$ cat src/rtl/arc4_ctrl_if.sv
// Bundle of ARC4 sequencer signals: start handshake, sub-block control, per-phase S memory requests and the S memory port.
interface arc4_ctrl_if #(
  parameter int KEY_W = 24
);
  logic             en;
  logic             rdy;
  logic [KEY_W-1:0] key;
  logic [1:0]       phase;
  logic             err;

  logic             init_en;
  logic             init_rdy;
  logic [7:0]       init_addr;
  logic [7:0]       init_wrdata;
  logic             init_wren;

  logic             ksa_en;
  logic             ksa_rdy;
  logic [KEY_W-1:0] ksa_key;
  logic [7:0]       ksa_addr;
  logic [7:0]       ksa_wrdata;
  logic             ksa_wren;
  logic [7:0]       ksa_rddata;

  logic             prga_en;
  logic             prga_rdy;
  logic [7:0]       prga_addr;
  logic [7:0]       prga_wrdata;
  logic             prga_wren;
  logic [7:0]       prga_rddata;

  logic [7:0]       s_addr;
  logic [7:0]       s_wrdata;
  logic             s_wren;
  logic [7:0]       s_rddata;

  modport master (
    input  en, key,
    input  init_rdy, init_addr, init_wrdata, init_wren,
    input  ksa_rdy, ksa_addr, ksa_wrdata, ksa_wren,
    input  prga_rdy, prga_addr, prga_wrdata, prga_wren,
    input  s_rddata,
    output rdy, phase, err,
    output init_en, ksa_en, ksa_key, ksa_rddata, prga_en, prga_rddata,
    output s_addr, s_wrdata, s_wren
  );

  modport slave (
    output en, key,
    output init_rdy, init_addr, init_wrdata, init_wren,
    output ksa_rdy, ksa_addr, ksa_wrdata, ksa_wren,
    output prga_rdy, prga_addr, prga_wrdata, prga_wren,
    output s_rddata,
    input  rdy, phase, err,
    input  init_en, ksa_en, ksa_key, ksa_rddata, prga_en, prga_rddata,
    input  s_addr, s_wrdata, s_wren
  );
endinterface

$ cat src/rtl/arc4_ctrl.sv
// ARC4 top sequencer: runs init -> ksa -> prga and muxes the owning phase onto the single-port S memory.
// Define ARC4_CTRL_TIMEOUT_EN to add a per-RUN-state watchdog that aborts to IDLE with a one-cycle err pulse.
module arc4_ctrl #(
  parameter int KEY_W          = 24,
  parameter int TIMEOUT_CYCLES = 1024
) (
  input  logic        clk,
  input  logic        rst,
  arc4_ctrl_if.master bus
);

  typedef enum logic [2:0] {
    IDLE,
    INIT_START,
    INIT_RUN,
    KSA_START,
    KSA_RUN,
    PRGA_START,
    PRGA_RUN
  } state_t;

  state_t           state_q, state_d;
  logic [KEY_W-1:0] key_q, key_d;
  logic             timeout;

`ifdef ARC4_CTRL_TIMEOUT_EN
  localparam int CNT_W = $clog2(TIMEOUT_CYCLES) + 1;

  logic [CNT_W-1:0] cnt_q, cnt_d;
  logic             in_run;

  // Non-RUN states hold the counter at zero, so it starts fresh on every RUN entry.
  always_comb begin
    in_run  = (state_q == INIT_RUN) || (state_q == KSA_RUN) || (state_q == PRGA_RUN);
    cnt_d   = in_run ? cnt_q + 1'b1 : '0;
    timeout = in_run && (cnt_q == CNT_W'(TIMEOUT_CYCLES - 1));
  end

  always_ff @(posedge clk or posedge rst) begin
    if (rst) begin
      cnt_q <= '0;
    end else begin
      cnt_q <= cnt_d;
    end
  end
`else
  logic unused_timeout_cfg;
  assign unused_timeout_cfg = (TIMEOUT_CYCLES != 0);
  assign timeout            = 1'b0;
`endif

  always_ff @(posedge clk or posedge rst) begin
    if (rst) begin
      state_q <= IDLE;
      key_q   <= '0;
    end else begin
      state_q <= state_d;
      key_q   <= key_d;
    end
  end

  assign bus.ksa_key = key_q;

  always_comb begin
    state_d         = state_q;
    key_d           = key_q;
    bus.rdy         = 1'b0;
    bus.phase       = 2'd0;
    bus.err         = 1'b0;
    bus.init_en     = 1'b0;
    bus.ksa_en      = 1'b0;
    bus.prga_en     = 1'b0;
    bus.s_addr      = 8'd0;
    bus.s_wrdata    = 8'd0;
    bus.s_wren      = 1'b0;
    bus.ksa_rddata  = 8'd0;
    bus.prga_rddata = 8'd0;

    case (state_q)
      IDLE: begin
        bus.rdy = 1'b1;
        if (bus.en) begin
          key_d   = bus.key;
          state_d = INIT_START;
        end
      end
      INIT_START: begin
        bus.phase   = 2'd1;
        bus.init_en = bus.init_rdy;
        if (bus.init_rdy) state_d = INIT_RUN;
      end
      INIT_RUN: begin
        bus.phase    = 2'd1;
        bus.s_addr   = bus.init_addr;
        bus.s_wrdata = bus.init_wrdata;
        bus.s_wren   = bus.init_wren;
        if (bus.init_rdy) begin
          state_d = KSA_START;
        end else if (timeout) begin
          state_d    = IDLE;
          bus.err    = 1'b1;
          bus.s_wren = 1'b0;
        end
      end
      KSA_START: begin
        bus.phase  = 2'd2;
        bus.ksa_en = bus.ksa_rdy;
        if (bus.ksa_rdy) state_d = KSA_RUN;
      end
      KSA_RUN: begin
        bus.phase      = 2'd2;
        bus.s_addr     = bus.ksa_addr;
        bus.s_wrdata   = bus.ksa_wrdata;
        bus.s_wren     = bus.ksa_wren;
        bus.ksa_rddata = bus.s_rddata;
        if (bus.ksa_rdy) begin
          state_d = PRGA_START;
        end else if (timeout) begin
          state_d    = IDLE;
          bus.err    = 1'b1;
          bus.s_wren = 1'b0;
        end
      end
      PRGA_START: begin
        bus.phase   = 2'd3;
        bus.prga_en = bus.prga_rdy;
        if (bus.prga_rdy) state_d = PRGA_RUN;
      end
      PRGA_RUN: begin
        bus.phase       = 2'd3;
        bus.s_addr      = bus.prga_addr;
        bus.s_wrdata    = bus.prga_wrdata;
        bus.s_wren      = bus.prga_wren;
        bus.prga_rddata = bus.s_rddata;
        if (bus.prga_rdy) begin
          state_d = IDLE;
        end else if (timeout) begin
          state_d    = IDLE;
          bus.err    = 1'b1;
          bus.s_wren = 1'b0;
        end
      end
      default: state_d = IDLE;
    endcase
  end

endmodule

$ cat src/flat_wrapper.sv
// flat-port wrapper written by rule: the top's interface ports become plain ports
module arc4_ctrl_flat 
#(
  parameter int KEY_W          = 24,
  parameter int TIMEOUT_CYCLES = 1024
)
  (clk, rst, bus_en, bus_key, bus_init_rdy, bus_init_addr, bus_init_wrdata, bus_init_wren, bus_ksa_rdy, bus_ksa_addr, bus_ksa_wrdata, bus_ksa_wren, bus_prga_rdy, bus_prga_addr, bus_prga_wrdata, bus_prga_wren, bus_s_rddata, bus_rdy, bus_phase, bus_err, bus_init_en, bus_ksa_en, bus_ksa_key, bus_ksa_rddata, bus_prga_en, bus_prga_rddata, bus_s_addr, bus_s_wrdata, bus_s_wren);
  arc4_ctrl_if #(.KEY_W(KEY_W)) bus_i ();
  input  logic clk;
  input  logic rst;
  input wire logic [$bits(bus_i.en)-1:0] bus_en;
  input wire logic [$bits(bus_i.key)-1:0] bus_key;
  input wire logic [$bits(bus_i.init_rdy)-1:0] bus_init_rdy;
  input wire logic [$bits(bus_i.init_addr)-1:0] bus_init_addr;
  input wire logic [$bits(bus_i.init_wrdata)-1:0] bus_init_wrdata;
  input wire logic [$bits(bus_i.init_wren)-1:0] bus_init_wren;
  input wire logic [$bits(bus_i.ksa_rdy)-1:0] bus_ksa_rdy;
  input wire logic [$bits(bus_i.ksa_addr)-1:0] bus_ksa_addr;
  input wire logic [$bits(bus_i.ksa_wrdata)-1:0] bus_ksa_wrdata;
  input wire logic [$bits(bus_i.ksa_wren)-1:0] bus_ksa_wren;
  input wire logic [$bits(bus_i.prga_rdy)-1:0] bus_prga_rdy;
  input wire logic [$bits(bus_i.prga_addr)-1:0] bus_prga_addr;
  input wire logic [$bits(bus_i.prga_wrdata)-1:0] bus_prga_wrdata;
  input wire logic [$bits(bus_i.prga_wren)-1:0] bus_prga_wren;
  input wire logic [$bits(bus_i.s_rddata)-1:0] bus_s_rddata;
  output wire logic [$bits(bus_i.rdy)-1:0] bus_rdy;
  output wire logic [$bits(bus_i.phase)-1:0] bus_phase;
  output wire logic [$bits(bus_i.err)-1:0] bus_err;
  output wire logic [$bits(bus_i.init_en)-1:0] bus_init_en;
  output wire logic [$bits(bus_i.ksa_en)-1:0] bus_ksa_en;
  output wire logic [$bits(bus_i.ksa_key)-1:0] bus_ksa_key;
  output wire logic [$bits(bus_i.ksa_rddata)-1:0] bus_ksa_rddata;
  output wire logic [$bits(bus_i.prga_en)-1:0] bus_prga_en;
  output wire logic [$bits(bus_i.prga_rddata)-1:0] bus_prga_rddata;
  output wire logic [$bits(bus_i.s_addr)-1:0] bus_s_addr;
  output wire logic [$bits(bus_i.s_wrdata)-1:0] bus_s_wrdata;
  output wire logic [$bits(bus_i.s_wren)-1:0] bus_s_wren;
  assign bus_i.en = bus_en;
  assign bus_i.key = bus_key;
  assign bus_i.init_rdy = bus_init_rdy;
  assign bus_i.init_addr = bus_init_addr;
  assign bus_i.init_wrdata = bus_init_wrdata;
  assign bus_i.init_wren = bus_init_wren;
  assign bus_i.ksa_rdy = bus_ksa_rdy;
  assign bus_i.ksa_addr = bus_ksa_addr;
  assign bus_i.ksa_wrdata = bus_ksa_wrdata;
  assign bus_i.ksa_wren = bus_ksa_wren;
  assign bus_i.prga_rdy = bus_prga_rdy;
  assign bus_i.prga_addr = bus_prga_addr;
  assign bus_i.prga_wrdata = bus_prga_wrdata;
  assign bus_i.prga_wren = bus_prga_wren;
  assign bus_i.s_rddata = bus_s_rddata;
  assign bus_rdy = bus_i.rdy;
  assign bus_phase = bus_i.phase;
  assign bus_err = bus_i.err;
  assign bus_init_en = bus_i.init_en;
  assign bus_ksa_en = bus_i.ksa_en;
  assign bus_ksa_key = bus_i.ksa_key;
  assign bus_ksa_rddata = bus_i.ksa_rddata;
  assign bus_prga_en = bus_i.prga_en;
  assign bus_prga_rddata = bus_i.prga_rddata;
  assign bus_s_addr = bus_i.s_addr;
  assign bus_s_wrdata = bus_i.s_wrdata;
  assign bus_s_wren = bus_i.s_wren;
  arc4_ctrl #(.KEY_W(KEY_W), .TIMEOUT_CYCLES(TIMEOUT_CYCLES)) u_core (.clk(clk), .rst(rst), .bus(bus_i));
endmodule
$ cat config.mk
export PLATFORM = sky130hd
export DESIGN_NAME = arc4_ctrl_flat
export DESIGN_NICKNAME = d
export VERILOG_FILES = /design/src/rtl/arc4_ctrl_if.sv /design/src/rtl/arc4_ctrl.sv /design/src/flat_wrapper.sv
export SDC_FILE = /design/constraint.sdc
export NUM_CORES = 1
export LEC_CHECK = 0
export CAP_MARGIN = 30
export CORE_MARGIN = 1
export CORE_UTILIZATION = 35
export CTS_BUF_LIST = sky130_fd_sc_hd__clkbuf_8
export CTS_CLUSTER_DIAMETER = 150
export DETAILED_ROUTE_END_ITERATION = 12
export HOLD_SLACK_MARGIN = 0.12
export PLACE_DENSITY = 0.94
export SLEW_MARGIN = 10
export SYNTH_ARGS = -nofsm -noshare
export SYNTH_HDL_FRONTEND = slang
export SYNTH_SLANG_ARGS = --single-unit
$ cat constraint.sdc
create_clock -name clk -period 3.75 [get_ports clk]
set_clock_uncertainty 0.1 [all_clocks]
set_input_delay 0.75 -clock clk [delete_from_list [all_inputs] [get_ports clk]]
set_output_delay 0.75 -clock clk [all_outputs]
set_load 0.01 [all_outputs]
==> reports/metrics.csv, run 1 <==
metric,value,unit
run status,finished clean,
"Hold Violations, Final",0,
combinational power share,68.0,%
pwr/cell area,673,mW/mm^2
CTS sink count,27,
FF-to-FF End,u_core.state_q[0],
number of fill cells,360,
vias in the first global route,1877,
CP Depth,7,
final non-filler cell area,0.00338,mm^2
RR Startpoint,u_core.state_q[2],
grt total ovfl,0,
Clock transition at path regs,0.10,ns
Syn. warnings,0,
clock share of power,7.4,%
vias post-DR,1824,
min cycle time layout,3.26,ns
die area,0.00537,mm^2
CTS hold repair buffers,0,
core box area,0.00482,mm^2
final wirelength,6070,um
# IOs,153,
cell-internal power,0.00144,W
"commonest cells after routing, fill and taps aside","151 x clkdlybuf4s50_1, 27 x a22o_1, 27 x dfrtp_1, 20 x mux2_4, 17 x and3_1",
synthesized area per cell,10.7,um^2
Rel. slew slack,58.9,%
Placed Area,0.00333,mm^2
CTS-repair resized insts,0,
layout cells sized above 1,11.9,%
Pins Over Slew Limit,0,
initial antenna violation count,0,
Final TNS setup,0,ns
drt first pass iters,4,
Peak VDD IR,0.414,mV
die width,73.3,um
crit end category,output port,
cells on worst reg2reg path,5,
RSZ-0062 raised after global routing,no,
hold-critical path depth,1,
Layout Nets,404,
Finish-stage setup viols,0,
Worst-Margin Slew,0.617,ns
switching pwr,0.000833,W
initial drt markers,100,
GP Congestion,0.704,
Syn Inst Count,166,
worst-skew pair later-pin latency,0.27,ns
fin util,70.1,%
H-Tree Depth,1,
CTS root buffer,clkbuf_8,
CP max-delay cell,clkdlybuf4s50_1,
max_cap viols,0,
R2R setup slack,1.52,ns
DIE HEIGHT,73.3,um
Detail Placement HPWL,4790,um
top cell family by delay on the critical path,buffers and inverters,
largest net degree at the start of global routing,33,
Vias/cell,4.84,
Antenna Cells,0,
CP arrival,2.41,ns
Syn-to-layout area delta,89.7,%
critical path class,reg -> out,
Synth Net Count,259,
crit path to,bus_s_addr[5],
crit-path max FO,19,
#FFs+latches synth,27,
Startpoint Class,flip-flop,
switch share,36.7,%
beginning of the critical path,u_core.state_q[1],
period utilization,86.9,%
Seq pwr share,24.6,%
"Setup Fix Bufs, Post-CTS",0,
Unique masters post-synth,26,
CP cell instances,inv_1 > ha_1 > buf_4 > a22o_1 > nand2_1 > o21ai_0 > clkdlybuf4s50_1,
drt drc,0,
WP buf/inv,3,
Initial Utilization,36.9,%
Detail Route Antenna Nets,0,
Fmax,307,MHz
Max clock buf depth,2,
Leak,1.50,nW
"Seq/Total Area, Yosys",38.0,%
"Cell Area, Synth",0.00178,mm^2
first-pass GRT wire length,9030,um
WL per Instance,16.1,um
"most common cell after layout, fill and taps aside",clkdlybuf4s50_1,
CTS tree,built,
Hold/Removal Path Class,reg -> reg,
Worst EP required,2.90,ns
CP peak stage delay,0.56,ns
row count,25,
Pwr Total,0.00227,W
Port Buffers,151,
WHS,0.424,ns
GR Util All Layers,21.8,%
CTS Buf Count,3,
Yosys cell counts:
cell | count | share of area, %
nand3b_1 | 1 | 0.42
mux2i_1 | 3 | 1.7
nor3_1 | 1 | 0.28
and3_1 | 17 | 6.0
mux2_4 | 20 | 17
o31ai_1 | 1 | 0.42
a22o_1 | 27 | 13
conb_1 | 1 | 0.21
clkbuf_1 | 7 | 1.5
nand2b_1 | 1 | 0.35
buf_2 | 5 | 1.4
a21oi_1 | 1 | 0.28
nand2_4 | 1 | 0.63
ha_1 | 4 | 2.8
a211oi_2 | 1 | 0.70
o21ai_0 | 8 | 2.3
nor2_1 | 8 | 1.7
buf_6 | 3 | 1.9
dfrtp_1 | 27 | 38
nand2_1 | 16 | 3.4
nor2b_1 | 2 | 0.70
buf_4 | 2 | 0.84
o32ai_1 | 1 | 0.49
nor2b_4 | 1 | 0.77
inv_1 | 3 | 0.63
mux2_2 | 4 | 2.5
state kept, by name (all words and copies together) (netlist names):
| name | count |
|---|---|
| u_core.bus.ksa_key | 24 |
| u_core.state_q | 3 |
cell type report:
type                    count  area [um^2]  area share, %
clock inverters             1         7.51          0.222
multi-input cells         119          992           29.4
repair buffers            157         1560           46.3
inverters                   3         11.3          0.334
clock buffers               3         41.3           1.22
flip-flops and latches     27          676           20.0
well taps                  67         83.8           2.48
per-stage QoR:
step | worst slack (ns) | std cells
after CTS | 0.482 | 377
after global routing | 0.317 | 377
final | 0.493 | 377
after global placement | 0.846 | 372
after detailed placement | 0.799 | 373
after floorplan | 1.52 | 166
layer usage:
layer	track usage [%]	routed length, um	share of wire [%]
met3	6.58	647	11
met5	0	0	0
met1	23.5	2310	38
met2	42.1	3080	51
met4	3.85	23	0.38
power by group through the flow:
stage / sequential [W] / combinational (W) / clock (W)
finish: 0.000560 / 0.00154 / 0.000167
CTS: 0.000559 / 0.00156 / 0.000170
floorplan: 0.000584 / 0.000799 / 0
global route: 0.000575 / 0.00166 / 0.000181
global placement: 0.000548 / 0.00151 / 0
detailed placement: 0.000554 / 0.00155 / 0
cells by family after synthesis:
group                      Yosys count  share of synthesized area (%)
muxes                               27                           21.1
DFF                                 27                           38.0
buffers and inverters               20                           6.26
and+or+nand+nor                     48                           14.2
AOI/OAI and AO/OA                   39                           17.4
other                                1                          0.211
adders and majority gates            4                           2.81
worst min path at each step:
stage / from / endpoint / slack, ns
finish: u_core.bus.ksa_key[7] / u_core.bus.ksa_key[7] / 0.42
global route: u_core.bus.ksa_key[14] / u_core.bus.ksa_key[14] / 0.44
CTS: u_core.bus.ksa_key[7] / u_core.bus.ksa_key[7] / 0.42
detailed placement: u_core.bus.ksa_key[21] / u_core.bus.ksa_key[21] / 0.39
global placement: u_core.bus.ksa_key[8] / u_core.bus.ksa_key[8] / 0.39
floorplan: u_core.bus.ksa_key[5] / u_core.bus.ksa_key[5] / 0.45
Note: power is estimated with default switching activity, not from simulation.
==> inputs of run 2 (changes only) <==
--- a/config.mk
+++ b/config.mk
@@ -10,10 +10,11 @@
 export CORE_UTILIZATION = 35
 export CTS_BUF_LIST = sky130_fd_sc_hd__clkbuf_8
 export CTS_CLUSTER_DIAMETER = 150
+export CTS_CLUSTER_SIZE = 25
 export DETAILED_ROUTE_END_ITERATION = 12
 export HOLD_SLACK_MARGIN = 0.12
 export PLACE_DENSITY = 0.94
-export SLEW_MARGIN = 10
+export SLEW_MARGIN = 20
 export SYNTH_ARGS = -nofsm -noshare
 export SYNTH_HDL_FRONTEND = slang
 export SYNTH_SLANG_ARGS = --single-unit
==> results of run 2 <==
The final DEF is identical to that of run 1; final timing and power are the same.
==> inputs of run 3 (changes only) <==
--- a/config.mk
+++ b/config.mk
@@ -6,14 +6,16 @@
 export NUM_CORES = 1
 export LEC_CHECK = 0
 export CAP_MARGIN = 30
+export CELL_PAD_IN_SITES_DETAIL_PLACEMENT = 1
+export CELL_PAD_IN_SITES_GLOBAL_PLACEMENT = 2
 export CORE_MARGIN = 1
-export CORE_UTILIZATION = 35
+export CORE_UTILIZATION = 18
 export CTS_BUF_LIST = sky130_fd_sc_hd__clkbuf_8
 export CTS_CLUSTER_DIAMETER = 150
 export CTS_CLUSTER_SIZE = 25
 export DETAILED_ROUTE_END_ITERATION = 12
 export HOLD_SLACK_MARGIN = 0.12
-export PLACE_DENSITY = 0.94
+export PLACE_DENSITY = 0.92
 export SLEW_MARGIN = 20
 export SYNTH_ARGS = -nofsm -noshare
 export SYNTH_HDL_FRONTEND = slang
==> reports/metrics.csv, run 3 (same netlist as run 1, synthesis figures left out) <==
metric,value,unit,change
WL per Instance,14.9,um,-7.2%
"Setup Fix Bufs, Post-CTS",0,,unchanged
vias post-DR,1895,,+3.9%
DIE HEIGHT,101,um,+38%
grt total ovfl,0,,unchanged
Syn-to-layout area delta,93.5,%,
worst-skew pair later-pin latency,0.28,ns,about the same
Peak VDD IR,0.294,mV,-29%
"Hold Violations, Final",0,,unchanged
Leak,1.49,nW,about the same
core box area,0.00942,mm^2,+95%
Fmax,290,MHz,-5.5%
CP cell instances,inv_1 > ha_1 > buf_4 > a22o_1 > a22o_1 > clkdlybuf4s50_1,,
Final TNS setup,0,ns,unchanged
CTS root buffer,clkbuf_8,,
pwr/cell area,658,mW/mm^2,-2.3%
largest net degree at the start of global routing,53,,+61%
CP arrival,2.59,ns,+0.18 ns
die width,101,um,+38%
Placed Area,0.00340,mm^2,+2.1%
CTS tree,built,,
"most used cell, CP",a22o_1,,
Startpoint Class,flip-flop,,
Rel. slew slack,45.7,%,-13 points
max reg flops,24,,unchanged
Vias/cell,4.33,,-11%
CTS hold repair buffers,0,,unchanged
period utilization,91.9,%,+5.0 points
Worst EP required,2.90,ns,about the same
"non-filler cells, final",438,,+16%
WP buf/inv,3,,unchanged
critical path class,reg -> out,,
max_cap viols,0,,unchanged
clock share of power,7.3,%,about the same
CP max-delay cell,ha_1,,
run status,finished clean,,
Clock transition at path regs,0.10,ns,about the same
cell-internal power,0.00143,W,-0.40%
Max clock buf depth,2,,unchanged
GR Util All Layers,12.3,%,-9.5 points
final wirelength,6540,um,+7.8%
switching pwr,0.000831,W,-0.23%
Layout Nets,403,,-0.25%
Seq pwr share,23.5,%,-1.1 points
Worst-Margin Slew,0.814,ns,+0.198 ns
GP Congestion,0.644,,-8.5%
Pins Over Slew Limit,0,,unchanged
CTS Buf Count,3,,unchanged
switch share,36.7,%,+0.040 points
layout cells sized above 1,11.7,%,-0.28 points
min cycle time layout,3.44,ns,+0.188 ns
fin util,36.6,%,-34 points
drt first pass iters,3,,-1
"most common cell after layout, fill and taps aside",clkdlybuf4s50_1,,
"commonest cells after routing, fill and taps aside","151 x clkdlybuf4s50_1, 27 x a22o_1, 27 x dfrtp_1, 20 x mux2_4, 17 x and3_1",,
top cell family by delay on the critical path,buffers and inverters,,
drt drc,0,,unchanged
final non-filler cell area,0.00344,mm^2,+2.0%
H-Tree Depth,1,,unchanged
CP peak stage delay,0.70,ns,+0.14 ns
CTS-repair resized insts,0,,unchanged
Detail Placement HPWL,5160,um,+7.8%
initial antenna violation count,0,,unchanged
combinational power share,69.1,%,+1.1 points
vias in the first global route,2064,,+10%
CTS sink count,27,,unchanged
RSZ-0062 raised after global routing,no,,
row count,35,,+40%
die area,0.0103,mm^2,+91%
crit-path max FO,24,,+5
Antenna Cells,0,,unchanged
crit end category,output port,,
Detail Route Antenna Nets,0,,unchanged
first-pass GRT wire length,10100,um,+12%
Post-Place Cells,434,,+16%
Finish-stage setup viols,0,,unchanged
Hold/Removal Path Class,reg -> reg,,
Port Buffers,151,,unchanged
# IOs,153,,unchanged
initial drt markers,23,,-77%
Initial Utilization,18.9,%,-18 points
[run 3: cell count changes in the layout (fill, tap and decap cells not counted)]
cell | previous run | this run
buf_4 | 5 | 4
clkinvlp_4 | 1 | 0
clkinv_2 | 0 | 1
[run 3: power groups by stage]
stage                     Combinational, W  Clock (W)  Sequential, W
after floorplan                   0.000799          0       0.000584
after global placement             0.00155          0       0.000531
after detailed placement           0.00160          0       0.000532
after CTS                          0.00160   0.000178       0.000535
after global routing               0.00170   0.000185       0.000551
final                              0.00157   0.000166       0.000533
[run 3: worst register-to-register path, delay by kind of cell, from the launching register on]
family	cells	cell delay, ns
simple gates	2	0.45
mux	1	0.40
buf+inv	2	0.41
fa+ha+maj	1	0.70
flops	1	0.41
[run 3: area by class of cell]
| class | instances | area [um^2] |
|---|---|---|
| fill | 1070 | 5970 |
| timing repair buffer | 156 | 1560 |
| multi-input combinational | 119 | 992 |
| sequential | 27 | 676 |
| tap | 129 | 161 |
| clock buffer | 3 | 41.3 |
| inverter | 3 | 11.3 |
| clock inverter | 1 | 5.00 |
[run 3: metrics by stage]
step           total power [W]  worst slack (ns)  hold WS, ns
4_1_cts                0.00232             0.234        0.429
3_3_place_gp           0.00209             0.611        0.389
5_1_grt                0.00244            0.0823        0.444
6_report               0.00226             0.305        0.419
3_5_place_dp           0.00213             0.537        0.393
2_1_floorplan          0.00138              1.52        0.450
[run 3: path summary, 6_finish.rpt]
check                      slack, ns                endpoint                  start  cells past startpoint
setup / recovery                0.31              bus_s_wren      u_core.state_q[0]                      6
hold / removal                  0.42   u_core.bus.ksa_key[4]  u_core.bus.ksa_key[4]                      1
setup reg to reg                1.16  u_core.bus.ksa_key[16]      u_core.state_q[0]                      6
hold reg to reg                 0.42   u_core.bus.ksa_key[4]  u_core.bus.ksa_key[4]                      1
max in group asynchronous       2.29       u_core.state_q[0]                    rst                      3
min in group asynchronous       0.74  u_core.bus.ksa_key[19]                    rst                      2
[run 3: layer usage]
metal | vias up | wire length [um] | GRT usage (%) | share of wire, %
met5 | - | 0 | 0 | 0
met2 | 100 | 3360 | 24.1 | 51
li1 | 883 | - | - | -
met3 | 2 | 714 | 4.35 | 11
met4 | 0 | 14 | 2.12 | 0.21
met1 | 910 | 2450 | 12.5 | 37
